[config.mk]
export PLATFORM = sky130hd
export DESIGN_NAME = pulpemu_reset_ctrl
export DESIGN_NICKNAME = d
export VERILOG_FILES = /design/src/rtl/pulpemu_rst_pkg.sv /design/src/rtl/pulpemu_debounce.sv /design/src/rtl/pulpemu_reset_ctrl.sv
export SDC_FILE = /design/constraint.sdc
export NUM_CORES = 1
export LEC_CHECK = 0
export CAP_MARGIN = 20
export CORE_ASPECT_RATIO = 0.7
export CORE_MARGIN = 8
export CORE_UTILIZATION = 30
export CTS_CLUSTER_DIAMETER = 30
export DETAILED_ROUTE_END_ITERATION = 16
export PLACE_DENSITY_LB_ADDON = 0.1
export SETUP_SLACK_MARGIN = 0.5
export SLEW_MARGIN = 30
export SYNTH_ARGS = -nofsm -noshare
export SYNTH_HDL_FRONTEND = slang
export SYNTH_SLANG_ARGS = --single-unit
[constraint.sdc]
create_clock -name clk_i -period 1.75 [get_ports clk_i]
set_input_delay 0.2625 -clock clk_i [delete_from_list [all_inputs] [get_ports clk_i]]
set_output_delay 0.2625 -clock clk_i [all_outputs]
set_load 0.1 [all_outputs]
[src/rtl/pulpemu_rst_pkg.sv]
// Shared types for the emulation reset sequencer.
package pulpemu_rst_pkg;

  typedef enum logic [1:0] {
    S_HOLD    = 2'd0,
    S_STRETCH = 2'd1,
    S_RUN     = 2'd2
  } state_e;

  typedef enum logic [1:0] {
    CAUSE_POR  = 2'd0,
    CAUSE_BTN  = 2'd1,
    CAUSE_JTAG = 2'd2,
    CAUSE_BOTH = 2'd3
  } cause_e;

  // Encode the active sources into a cause code: bit1 = JTAG, bit0 = button.
  function automatic cause_e cause_from_src(input logic trst_sync, input logic btn_deb);
    return cause_e'({~trst_sync, btn_deb});
  endfunction

endpackage

[src/rtl/pulpemu_debounce.sv]
// Button synchroniser plus stable-count debouncer.
module pulpemu_debounce #(
  parameter int unsigned STAGES = 2,
  parameter int unsigned CYCLES = 50000
) (
  input  logic clk_i,
  input  logic rst_i,
  input  logic d_i,
  output logic q_o
);

  localparam int unsigned CNT_W = $clog2(CYCLES + 1);

  logic [STAGES-1:0] sync_q;
  logic              synced;
  logic [CNT_W-1:0]  cnt_q, cnt_d;
  logic              deb_q, deb_d;

  assign synced = sync_q[STAGES-1];
  assign q_o    = deb_q;

  // Synchroniser chain on the raw pin.
  always_ff @(posedge clk_i) begin
    if (rst_i) sync_q <= '0;
    else       sync_q <= {sync_q[STAGES-2:0], d_i};
  end

  // Count consecutive cycles the synced input disagrees with the output.
  always_comb begin
    cnt_d = '0;
    deb_d = deb_q;
    if (synced != deb_q) begin
      if (cnt_q == CNT_W'(CYCLES - 1)) deb_d = synced;
      else                             cnt_d = cnt_q + CNT_W'(1);
    end
  end

  // Debounce state registers.
  always_ff @(posedge clk_i) begin
    if (rst_i) begin
      cnt_q <= '0;
      deb_q <= 1'b0;
    end else begin
      cnt_q <= cnt_d;
      deb_q <= deb_d;
    end
  end

endmodule

[src/rtl/pulpemu_reset_ctrl.sv]
// Reset sequencer: merges button and TRST into a stretched, glitch-free reset_n.
module pulpemu_reset_ctrl
  import pulpemu_rst_pkg::*;
#(
  parameter int unsigned SYNC_STAGES     = 2,
  parameter int unsigned DEBOUNCE_CYCLES = 50000,
  parameter int unsigned HOLD_CYCLES     = 1024
) (
  input  logic       clk_i,
  input  logic       rst_i,
  input  logic       btn_reset_i,
  input  logic       jtag_trst_ni,
  output logic       reset_n_o,
  output logic [1:0] cause_o
);

  localparam int unsigned HOLD_W = (HOLD_CYCLES > 1) ? $clog2(HOLD_CYCLES) : 1;

  logic [SYNC_STAGES-1:0] trst_sync_q;
  logic                   trst_sync;
  logic                   btn_deb;
  logic                   src_active;

  state_e                 state_q, state_d;
  logic [HOLD_W-1:0]      hold_cnt_q, hold_cnt_d;
  cause_e                 cause_q, cause_d;
  logic                   reset_n_q, reset_n_d;

  assign trst_sync  = trst_sync_q[SYNC_STAGES-1];
  assign src_active = btn_deb | ~trst_sync;
  assign reset_n_o  = reset_n_q;
  assign cause_o    = cause_q;

  // TRST is synchronised only; resets to the asserted level.
  always_ff @(posedge clk_i) begin
    if (rst_i) trst_sync_q <= '0;
    else       trst_sync_q <= {trst_sync_q[SYNC_STAGES-2:0], jtag_trst_ni};
  end

  pulpemu_debounce #(
    .STAGES (SYNC_STAGES),
    .CYCLES (DEBOUNCE_CYCLES)
  ) u_btn_debounce (
    .clk_i (clk_i),
    .rst_i (rst_i),
    .d_i   (btn_reset_i),
    .q_o   (btn_deb)
  );

  // Next-state: hold while any source is active, then stretch the release.
  always_comb begin
    state_d    = state_q;
    hold_cnt_d = hold_cnt_q;
    cause_d    = cause_q;
    unique case (state_q)
      S_HOLD: begin
        if (!src_active) begin
          state_d    = S_STRETCH;
          hold_cnt_d = '0;
        end
      end
      S_STRETCH: begin
        if (src_active) begin
          state_d = S_HOLD;
        end else if (hold_cnt_q == HOLD_W'(HOLD_CYCLES - 1)) begin
          state_d = S_RUN;
        end else begin
          hold_cnt_d = hold_cnt_q + HOLD_W'(1);
        end
      end
      S_RUN: begin
        if (src_active) begin
          state_d = S_HOLD;
          cause_d = cause_from_src(trst_sync, btn_deb);
        end
      end
      default: state_d = S_HOLD;
    endcase
    reset_n_d = (state_d == S_RUN);
  end

  // Sequencer registers; reset_n is a flop so it can never glitch.
  always_ff @(posedge clk_i) begin
    if (rst_i) begin
      state_q    <= S_HOLD;
      hold_cnt_q <= '0;
      cause_q    <= CAUSE_POR;
      reset_n_q  <= 1'b0;
    end else begin
      state_q    <= state_d;
      hold_cnt_q <= hold_cnt_d;
      cause_q    <= cause_d;
      reset_n_q  <= reset_n_d;
    end
  end

endmodule

==> metrics.txt, run 1 <==
worst slew pin tran=roughly 0.36 ns; library cell with the largest summed area after synthesis=sky130_fd_sc_hd__dfxtp_1; GRT overflow=0; IR Drop Worst-Case VDD=between 0.3 and 0.4 mV; FF+latch count, synth=36; all-layer global routing usage=0.0977; die outline width=roughly 100 µm; biggest area contributors in the synthesized netlist=sky130_fd_sc_hd__dfxtp_1, sky130_fd_sc_hd__xnor2_1, sky130_fd_sc_hd__nor2_1, sky130_fd_sc_hd__nand3_1, sky130_fd_sc_hd__a21oi_1; Netlist cell types=40; sort of element at the end of the critical path=flop; final worst setup slack=0.322 ns; Synth Flop Type=sky130_fd_sc_hd__dfxtp_1; arrival time worst endpoint=1.65 ns; antenna violation net count after detailed routing=0; adder-cell area share of the yosys netlist=0.0157; total of buffers placed on input and output ports=6; number of iterations in the first detailed-routing pass=4; type of the tightest min-delay check=flop to flop; buffers from clock root to sink, at most=2; via count of the first global-routing pass=around 1200; count of flip-flops with a built-in enable after synthesis=0; antenna diode instance count=0; fin crit share=0.816; Final Skew=between 0.004 and 0.005 ns; post-placement setup slack=roughly 0.15 ns; core area=just over 5000 µm²; clock tree from TritonCTS=built; HPWL reported at the end of detailed placement=between 2000 and 2500 µm; most frequent cell after synthesis=sky130_fd_sc_hd__dfxtp_1; share of Yosys cell area claimed by the top area cell type=0.452; top cells by count, synth=sky130_fd_sc_hd__dfxtp_1, sky130_fd_sc_hd__nor2_1, sky130_fd_sc_hd__xnor2_1; required time worst endpoint=1.98 ns; total count of hold-check failures in the final report=0; Simple-Gate Fraction of Synth Area=0.326; initial DRC count=77; MaxCap Viol Count=0; Inst Count DP=~250; Final GP Congestion=roughly 0.76; global-route wire length before repair=5990 µm; antenna violations before repair=0; DRC violation count after routing=0; Net Count, Synth=180; number of standard cells in the layout, taps in and fillers out=between 200 and 300; Async SR Flop Fraction=0; leakage power of the design=~0.8 nW; mux share of post-synthesis cell area=0.00628; sequential share of the synthesized area=0.452; final critical path time including I/O delays and setup=roughly 1.4 ns; Clk pin slew, worst setup/hold paths=around 0.070 ns; warnings from Yosys=0; Setup TNS=0 ns; Final Hold Slack=about 0.44 ns; number of buffers created by CTS=5; total power density per cell area=about 600 nW/µm²; DR WL met2=between 1500 and 2000 µm; Max Freq=between 0.7 and 0.8 GHz; class of the most critical setup path=flop to flop; synthesized-area fraction occupied by xor and xnor cells=0.0935; crit-path max FO=7; cell area after synthesis=1590 µm²; I/O pins=7; clock latency reported for the late side of the worst-skew pair=roughly 0.28 ns; RSZ-0062 raised after global routing=yes; # clock sinks=36; synthesis-to-layout area growth=49.1%; clock root buffer master=sky130_fd_sc_hd__clkbuf_8; worst max-slew margin expressed relative to the limit=0.756; initial standard-cell utilization of the core=0.308; fraction of final layout cells with drive strength greater than 1=0.483; main combinational cell family by area after synthesis=simple AND/OR/NAND/NOR gates; maximum number of pins on one net before global-route repair=16; Compound-Gate Fraction of Synth Area=0.0864; number of nets in the layout=214; total met3 wirelength after detailed routing=~120 µm; overall via count from detail_route=1380; number of placement rows=22; detailed-routing wirelength on met1=2170 µm; # H-tree levels=2; total wire length after detailed routing=approximately 3900 µm; outcome=finished clean; routed wirelength normalized by instance count=roughly 14 µm; die height=approximately 77 µm; highest routing layer actually used=met4; Die Footprint=slightly below 8000 µm²; critical path launch point type=flop; average cell area after synthesis=9.15 µm²; Pins Over Slew Limit=0; number of endpoints failing setup at the final stage=0; Post-Syn Instances=174; detail-routed via count per cell=around 4.9
==> cell usage in the layout (no fill, tap or decap), drive strengths merged, types with 2 or more instances in the layout <==
cell,instances
nand3,12
clkdlybuf4s50,3
nand2b,2
and3,4
ha,2
dfxtp,36
nand4,8
o21ai,3
xnor2,14
nor2b,5
or4,2
a21oi,10
o211ai,2
nor4,5
and4bb,2
xor2,3
buf,25
nor2,25
inv,3
clkbuf,7
nor3,9
or3,2
nand2,13
==> path summary, 6_finish.rpt <==
check | startpoint | end | slack, ns | cells past startpoint
worst max-delay path | state_q[0] | hold_cnt_q[5] | 0.32 | 4
worst min-delay path | u_btn_debounce.sync_q[0] | u_btn_debounce.sync_q[1] | 0.44 | 1
worst max register to register | state_q[0] | hold_cnt_q[5] | 0.32 | 4
worst min register to register | u_btn_debounce.sync_q[0] | u_btn_debounce.sync_q[1] | 0.44 | 1
==> area by class of cell <==
cell class                      instances  area, µm²
Timing Repair Buffer                   28        253
Multi-Input combinational cell        134       1160
Inverter                                3       11.3
Sequential cell                        36        782
Tap cell                               72       90.1
Clock inverter                          1       5.00
Fill cell                             505       2800
Clock buffer                            7       76.3
==> cell families (layout without fill, tap and decap cells) <==
kind of cell | count (synthesis) | in the layout
AO/OA/AOI/OAI | 20 | 20
XOR/XNOR | 17 | 17
adder cells (fa/ha/maj) | 2 | 2
buffers and inverters | 6 | 39
flip-flops | 36 | 36
multiplexers | 1 | 1
AND/OR/NAND/NOR | 92 | 94
==> layer usage <==
layer  vias to the layer above  global-route usage
li1                        701                   -
met1                       660               0.146
met2                        14               0.118
met3                         5              0.0352
met4                         0              0.0388
met5                         -                   0
==> power by group <==
part / internal, mW / switching [mW]
registers: 0.807 / 0.00414
logic: 0.0251 / 0.0278
clock network: 0.279 / 0.289
==> per-stage QoR <==
step | utilization | instance area (µm²) | total power [mW]
global route | 0.459 | 2370 | 1.50
finish | 0.459 | 2370 | 1.43
detailed placement | 0.355 | 1840 | 0.885
global placement | 0.355 | 1840 | 0.884
CTS | 0.412 | 2130 | 1.47
floorplan | - | 1690 | 0.870
==> critical path, cell delays in order, from the launching register on <==
cell                      delay, ns
sky130_fd_sc_hd__dfxtp_2       0.39
sky130_fd_sc_hd__inv_1         0.11
sky130_fd_sc_hd__a21o_2        0.29
sky130_fd_sc_hd__or4_1         0.51
sky130_fd_sc_hd__nand2_1       0.07
==> registers in the layout, summed over array words and instances, names as in the netlist <==
name                   flops
hold_cnt_q                10
trst_sync_q                2
u_btn_debounce.cnt_q      16
u_btn_debounce.sync_q      2
reset_n_o                  1
u_btn_debounce.q_o         1
state_q                    2
cause_o                    2
==> what timing repair did <==
item,4_1_cts,5_1_grt
pin swaps,8,22
gates resized for setup,28,43
endpoints found under the setup margin,26,29
buffers inserted,13,6
hold buffers,0,0
cloned,1,1
Power figures use the tool's default switching activity.
==> run 2: changes to the inputs <==
==> constraint.sdc (replaced) <==
create_clock -name clk_i -period 1.3 [get_ports clk_i]
set_input_delay 0.195 -clock clk_i [delete_from_list [all_inputs] [get_ports clk_i]]
set_output_delay 0.195 -clock clk_i [all_outputs]
set_load 0.1 [all_outputs]
==> run 2 against run 1 <==
  * The flow now finishes with violations (setup timing)
  * Sequential power grew 36%
  * Clock power grew 70%
  * First-iteration DRC count down 29%
  * Clock skew grew 0.0075 ns
  * Sequential share of layout area down 3.7 points
  * Register-to-register slack worse by 0.47 ns
  * Die area unchanged
  * Worst hold slack improved by 0.0090 ns
  * Final area up 10%
  * Non-clock buffer count is 27 higher
  * Fmax decreased by 1.3%
  * Critical path type unchanged
  * Critical endpoint unchanged
  * Largest cell class unchanged
  * Highest routed layer unchanged
==> metrics.txt, run 2 (synthesis gave the netlist of run 1 again) <==
class of the most critical setup path=flop to flop; global-route wire length before repair=approximately 6700 µm; net switching power figure=0.439 mW; buffers from clock root to sink, at most=2; critical-path cell list=nor3b_4, buf_6, nand4_1, or4_1, nand2_1; fill cell instance count of the final layout=approximately 500; overall via count from detail_route=~1500; antenna violations before repair=0; total count of hold-check failures in the final report=0; Internal=between 1.5 and 2 mW; crit-path max FO=4; Clk pin slew, worst setup/hold paths=roughly 0.080 ns; total power density per cell area=821 nW/µm²; largest registers ranked by flip-flop count=u_btn_debounce.cnt_q: 16 flops, hold_cnt_q: 10 flops; IR Drop Worst-Case VDD=between 0.4 and 0.5 mV; fin crit share=1.11; via count of the first global-routing pass=about 1400; sequential fraction of design power=0.513; type of the tightest min-delay check=flop to flop; Pins Over Slew Limit=0; number of iterations in the first detailed-routing pass=4; number of buffers created by CTS=5; Final Skew=0.0124 ns; core area=5170 µm²; Post-Route Utilization=0.506; required time worst endpoint=around 1.5 ns; arrival time worst endpoint=~1.7 ns; Die Footprint=a little under 8000 µm²; outcome=finished with violations; fraction of final layout cells with drive strength greater than 1=0.549; clock tree from TritonCTS=built; portion of total power attributed to combinational logic=0.039; count of hold buffers inserted by post-cts repair=0; post-placement setup slack=-0.174 ns; detail-routed via count per cell=~4.7; # clock sinks=36; leakage power of the design=around 0.96 nW; synthesis-to-layout area growth=64.3%; critical path's largest stage delay=0.42 ns; violations in the final reports=setup timing; GRT overflow=0; sort of element at the end of the critical path=flop; clock latency reported for the late side of the worst-skew pair=0.28 ns; number of nets in the layout=240; clock power share=0.448; Final GP Congestion=approximately 0.77; RSZ-0062 raised after global routing=yes; Max Freq=a little under 0.7 GHz; initial standard-cell utilization of the core=0.308; number of placement rows=22; MaxCap Viol Count=0; antenna violation net count after detailed routing=0; DRC violation count after routing=0; die outline width=103 µm; # H-tree levels=2; clock root buffer master=sky130_fd_sc_hd__clkbuf_8; Cell Area, Placed=approximately 2200 µm²; final worst setup slack=-0.146 ns; die height=just under 80 µm; all-layer global routing usage=0.106; critical path launch point type=flop; Slowest cell on crit path=sky130_fd_sc_hd__or4_1; most flop-heavy register=u_btn_debounce.cnt_q; initial DRC count=55; HPWL reported at the end of detailed placement=around 2800 µm; worst slew pin tran=0.439 ns; total of buffers placed on input and output ports=6; most common cell after layout, fill and taps aside=sky130_fd_sc_hd__buf_4; leading cell types in the layout, fill and taps excluded=sky130_fd_sc_hd__buf_4, sky130_fd_sc_hd__dfxtp_2, sky130_fd_sc_hd__nor2_1; I/O pins=7; proportion of total power due to net switching=0.204; total wire length after detailed routing=approximately 4100 µm; routed wirelength normalized by instance count=13.3 µm; maximum number of pins on one net before global-route repair=16; final design area excluding fillers=2620 µm²; antenna diode instance count=0; number of flip-flops under the largest register name=16; number of endpoints failing setup at the final stage=24; worst max-slew margin expressed relative to the limit=0.707; final critical path time including I/O delays and setup=around 1.4 ns
[run 2: final cells by class]
cell class                      instances  area [µm²]  share of cell area
Clock buffer                            6        72.6              0.0277
Tap cell                               72        90.1              0.0344
Multi-Input combinational cell        133        1150               0.439
Timing Repair Buffer                   55         492               0.188
Inverter                                3        13.8             0.00526
Sequential cell                        36         764               0.292
Clock inverter                          2        35.0              0.0134
[run 2: timing repair]
item,CTS,global route
cloned,1,0
endpoints found under the setup margin,35,35
pin swaps,11,11
resized for setup,30,30
buffers inserted,5,4
[run 2: worst paths after layout]
path	start	to	slack (ns)	cells after the start
worst max register to register	state_q[1]	hold_cnt_q[5]	-0.15	5
worst max-delay path	state_q[1]	hold_cnt_q[5]	-0.15	5
worst min register to register	u_btn_debounce.sync_q[0]	u_btn_debounce.sync_q[1]	0.45	1
worst min-delay path	u_btn_debounce.sync_q[0]	u_btn_debounce.sync_q[1]	0.45	1
[run 2: worst max-delay path: cells and delay by family (launching register included)]
| kind | cells | cell delay, ns |
|---|---|---|
| buffers and inverters | 1 | 0.15 |
| DFF | 1 | 0.33 |
| and+or+nand+nor | 4 | 0.91 |
[run 2: stage by stage]
step	hold WS, ns	power (mW)	setup TNS [ns]	cells
detailed placement	0.435	1.20	-2.75	289
floorplan	0.267	1.17	-0.0218	174
global route	0.461	2.26	-3.70	307
CTS	0.452	2.18	-1.09	303
finish	0.448	2.15	-1.29	307
global placement	0.426	1.20	-2.16	289
[run 2: layer usage]
layer	vias to the layer above	wire, µm	GRT usage
li1	752	-	-
met1	685	2110	0.151
met5	-	0	0
met4	0	40	0.0273
met3	5	134	0.0343
met2	16	1810	0.147
[run 2: power by group through the flow]
stage | clock network (mW) | logic, mW | registers, mW
2_1_floorplan | 0 | 0.0334 | 1.13
5_1_grt | 1.06 | 0.0886 | 1.10
3_5_place_dp | 0 | 0.0638 | 1.13
4_1_cts | 0.996 | 0.0774 | 1.10
6_report | 0.963 | 0.0828 | 1.10
3_3_place_gp | 0 | 0.0634 | 1.13
==> run 3: changes to the inputs <==
--- a/config.mk
+++ b/config.mk
@@ -13,6 +13,7 @@
 export DETAILED_ROUTE_END_ITERATION = 16
 export PLACE_DENSITY_LB_ADDON = 0.1
 export SETUP_SLACK_MARGIN = 0.5
+export SKIP_LAST_GASP = 1
 export SLEW_MARGIN = 30
 export SYNTH_ARGS = -nofsm -noshare
 export SYNTH_HDL_FRONTEND = slang
==> run 3 against run 2 <==
  * Global-route usage shrank 0.056 points
  * The run still ends with setup timing left
  * Via count shrank 0.14%
  * Die area is the same
  * Final area shrank 0.57%
  * Largest cell class unchanged
  * Register-to-register slack is essentially flat
  * Combinational power grew 0.5%
  * First-iteration DRC count shrank 29%
  * Sequential share of layout area grew 0.12 points
  * Clock skew is essentially flat
  * Highest routed layer unchanged
  * Worst setup slack gained 0.0054 ns
  * Flip-flop and latch count is the same
  * Worst hold slack is essentially flat
==> metrics.txt, run 3 (synthesis gave the netlist of run 1 again) <==
most common cell after layout, fill and taps aside=sky130_fd_sc_hd__buf_4; Pins Over Slew Limit=0; worst slew pin tran=around 0.43 ns; all-layer global routing usage=0.105; fraction of final layout cells with drive strength greater than 1=0.545; fin crit share=1.11; most flop-heavy register=u_btn_debounce.cnt_q; class of the most critical setup path=flop to flop; # H-tree levels=2; detail-routed via count per cell=approximately 4.7; number of standard cells in the layout, taps in and fillers out=around 310; clock latency reported for the late side of the worst-skew pair=approximately 0.28 ns; arrival time worst endpoint=about 1.7 ns; outcome=finished with violations; type of the tightest min-delay check=flop to flop; Power Total=around 2.1 mW; fill cell instance count of the final layout=roughly 500; final worst setup slack=-0.141 ns; via count of the first global-routing pass=about 1400; largest registers ranked by flip-flop count=u_btn_debounce.cnt_q: 16 flops, hold_cnt_q: 10 flops; total wire length after detailed routing=roughly 4100 µm; number of buffers created by CTS=5; required time worst endpoint=approximately 1.5 ns; worst max-slew margin expressed relative to the limit=0.712; synthesis-to-layout area growth=63.3%; Max Freq=about 0.69 GHz; maximum number of pins on one net before global-route repair=16; initial DRC count=39; Inst Count DP=between 200 and 300; HPWL reported at the end of detailed placement=roughly 2800 µm; die outline width=between 100 and 150 µm; buffers from clock root to sink, at most=2; number of endpoints failing setup at the final stage=28; initial standard-cell utilization of the core=0.308; critical path launch point type=flop; number of flip-flops under the largest register name=16; IR Drop Worst-Case VDD=0.449 mV; antenna violation net count after detailed routing=0; overall via count from detail_route=1456; MaxCap Viol Count=0; Die Footprint=roughly 7900 µm²; antenna diode instance count=0; sort of element at the end of the critical path=flop; Final Skew=between 0.01 and 0.015 ns; Final GP Congestion=0.768; die height=between 70 and 80 µm; Post-Route Utilization=0.503; DRC violation count after routing=0; RSZ-0062 raised after global routing=yes; total of buffers placed on input and output ports=6; leading cell types in the layout, fill and taps excluded=sky130_fd_sc_hd__buf_4, sky130_fd_sc_hd__dfxtp_2, sky130_fd_sc_hd__nor2_1, sky130_fd_sc_hd__dfxtp_1, sky130_fd_sc_hd__nand2_1; routed wirelength normalized by instance count=between 10 and 15 µm; number of iterations in the first detailed-routing pass=4; number of placement rows=22; GRT overflow=0; total count of hold-check failures in the final report=0; leakage power of the design=0.955 nW; core area=between 5000 and 6000 µm²; Clk pin slew, worst setup/hold paths=around 0.08 ns; clock tree from TritonCTS=built; clock root buffer master=sky130_fd_sc_hd__clkbuf_8; # clock sinks=36; I/O pins=7; violations in the final reports=setup timing; Final Hold Slack=0.448 ns; crit-path max FO=4; total power density per cell area=about 830 nW/µm²; global-route wire length before repair=between 6000 and 7000 µm; number of nets in the layout=240; final critical path time including I/O delays and setup=roughly 1.4 ns; antenna violations before repair=0
-- run 3: cell counts in the layout (fill, tap and decap cells not counted) --
Identical to the previous run, type by type.
-- run 3: metrics by stage --
stage / worst slack (ns) / instance area (µm²) / TNS (ns)
2_1_floorplan: -0.0119 / 1710 / -0.0218
6_report: -0.141 / 2600 / -1.54
4_1_cts: -0.132 / 2450 / -1.11
5_1_grt: -0.238 / 2600 / -3.76
3_5_place_dp: -0.174 / 2160 / -2.75
3_3_place_gp: -0.174 / 2160 / -2.16
-- run 3: repair_timing --
action | CTS | global route
cloned | 1 | 0
setup buffers | 5 | 4
hold endpoints to repair | 0 | 0
setup endpoints to repair | 35 | 39
hold buffers | 0 | 0
resized for setup | 27 | 28
pin swaps | 11 | 11
-- run 3: final timing paths --
| path | start | to | slack [ns] | cells past startpoint |
|---|---|---|---|---|
| worst max-delay path | state_q[1] | hold_cnt_q[5] | -0.14 | 5 |
| worst min register to register | u_btn_debounce.sync_q[0] | u_btn_debounce.sync_q[1] | 0.45 | 1 |
| worst min-delay path | u_btn_debounce.sync_q[0] | u_btn_debounce.sync_q[1] | 0.45 | 1 |
| worst max register to register | state_q[1] | hold_cnt_q[5] | -0.14 | 5 |
-- run 3: metal layers --
| layer | global-route usage | vias up | share of wire | wire length, µm |
|---|---|---|---|---|
| li1 | - | 750 | - | - |
| met1 | 0.151 | 689 | 0.52 | 2150 |
| met2 | 0.145 | 13 | 0.44 | 1800 |
| met3 | 0.0343 | 4 | 0.030 | 125 |
| met4 | 0.0273 | 0 | 0.0078 | 32 |
| met5 | 0 | - | 0 | 0 |
-- run 3: power by group --
| group | internal [mW] | switching (mW) |
|---|---|---|
| Combinational | 0.0426 | 0.0405 |
| Clock | 0.569 | 0.393 |
| Sequential | 1.10 | 0.00487 |
| Total | 1.71 | 0.439 |
-- run 3: final cells by class --
type | instances | area [µm²] | area share
clock buffer | 6 | 72.6 | 0.0279
multi-input combinational | 133 | 1150 | 0.442
inverter | 3 | 11.3 | 0.00433
tap | 72 | 90.1 | 0.0346
clock inverter | 2 | 35.0 | 0.0135
timing repair buffer | 55 | 480 | 0.185
sequential | 36 | 763 | 0.293
-- run 3: worst max-delay path, cell delays in order (launching register included) --
cell                      delay (ns)
sky130_fd_sc_hd__dfxtp_2        0.33
sky130_fd_sc_hd__nor3b_4        0.29
sky130_fd_sc_hd__buf_6          0.15
sky130_fd_sc_hd__nand4_1        0.13
sky130_fd_sc_hd__or4_1          0.42
sky130_fd_sc_hd__nand2_1        0.07
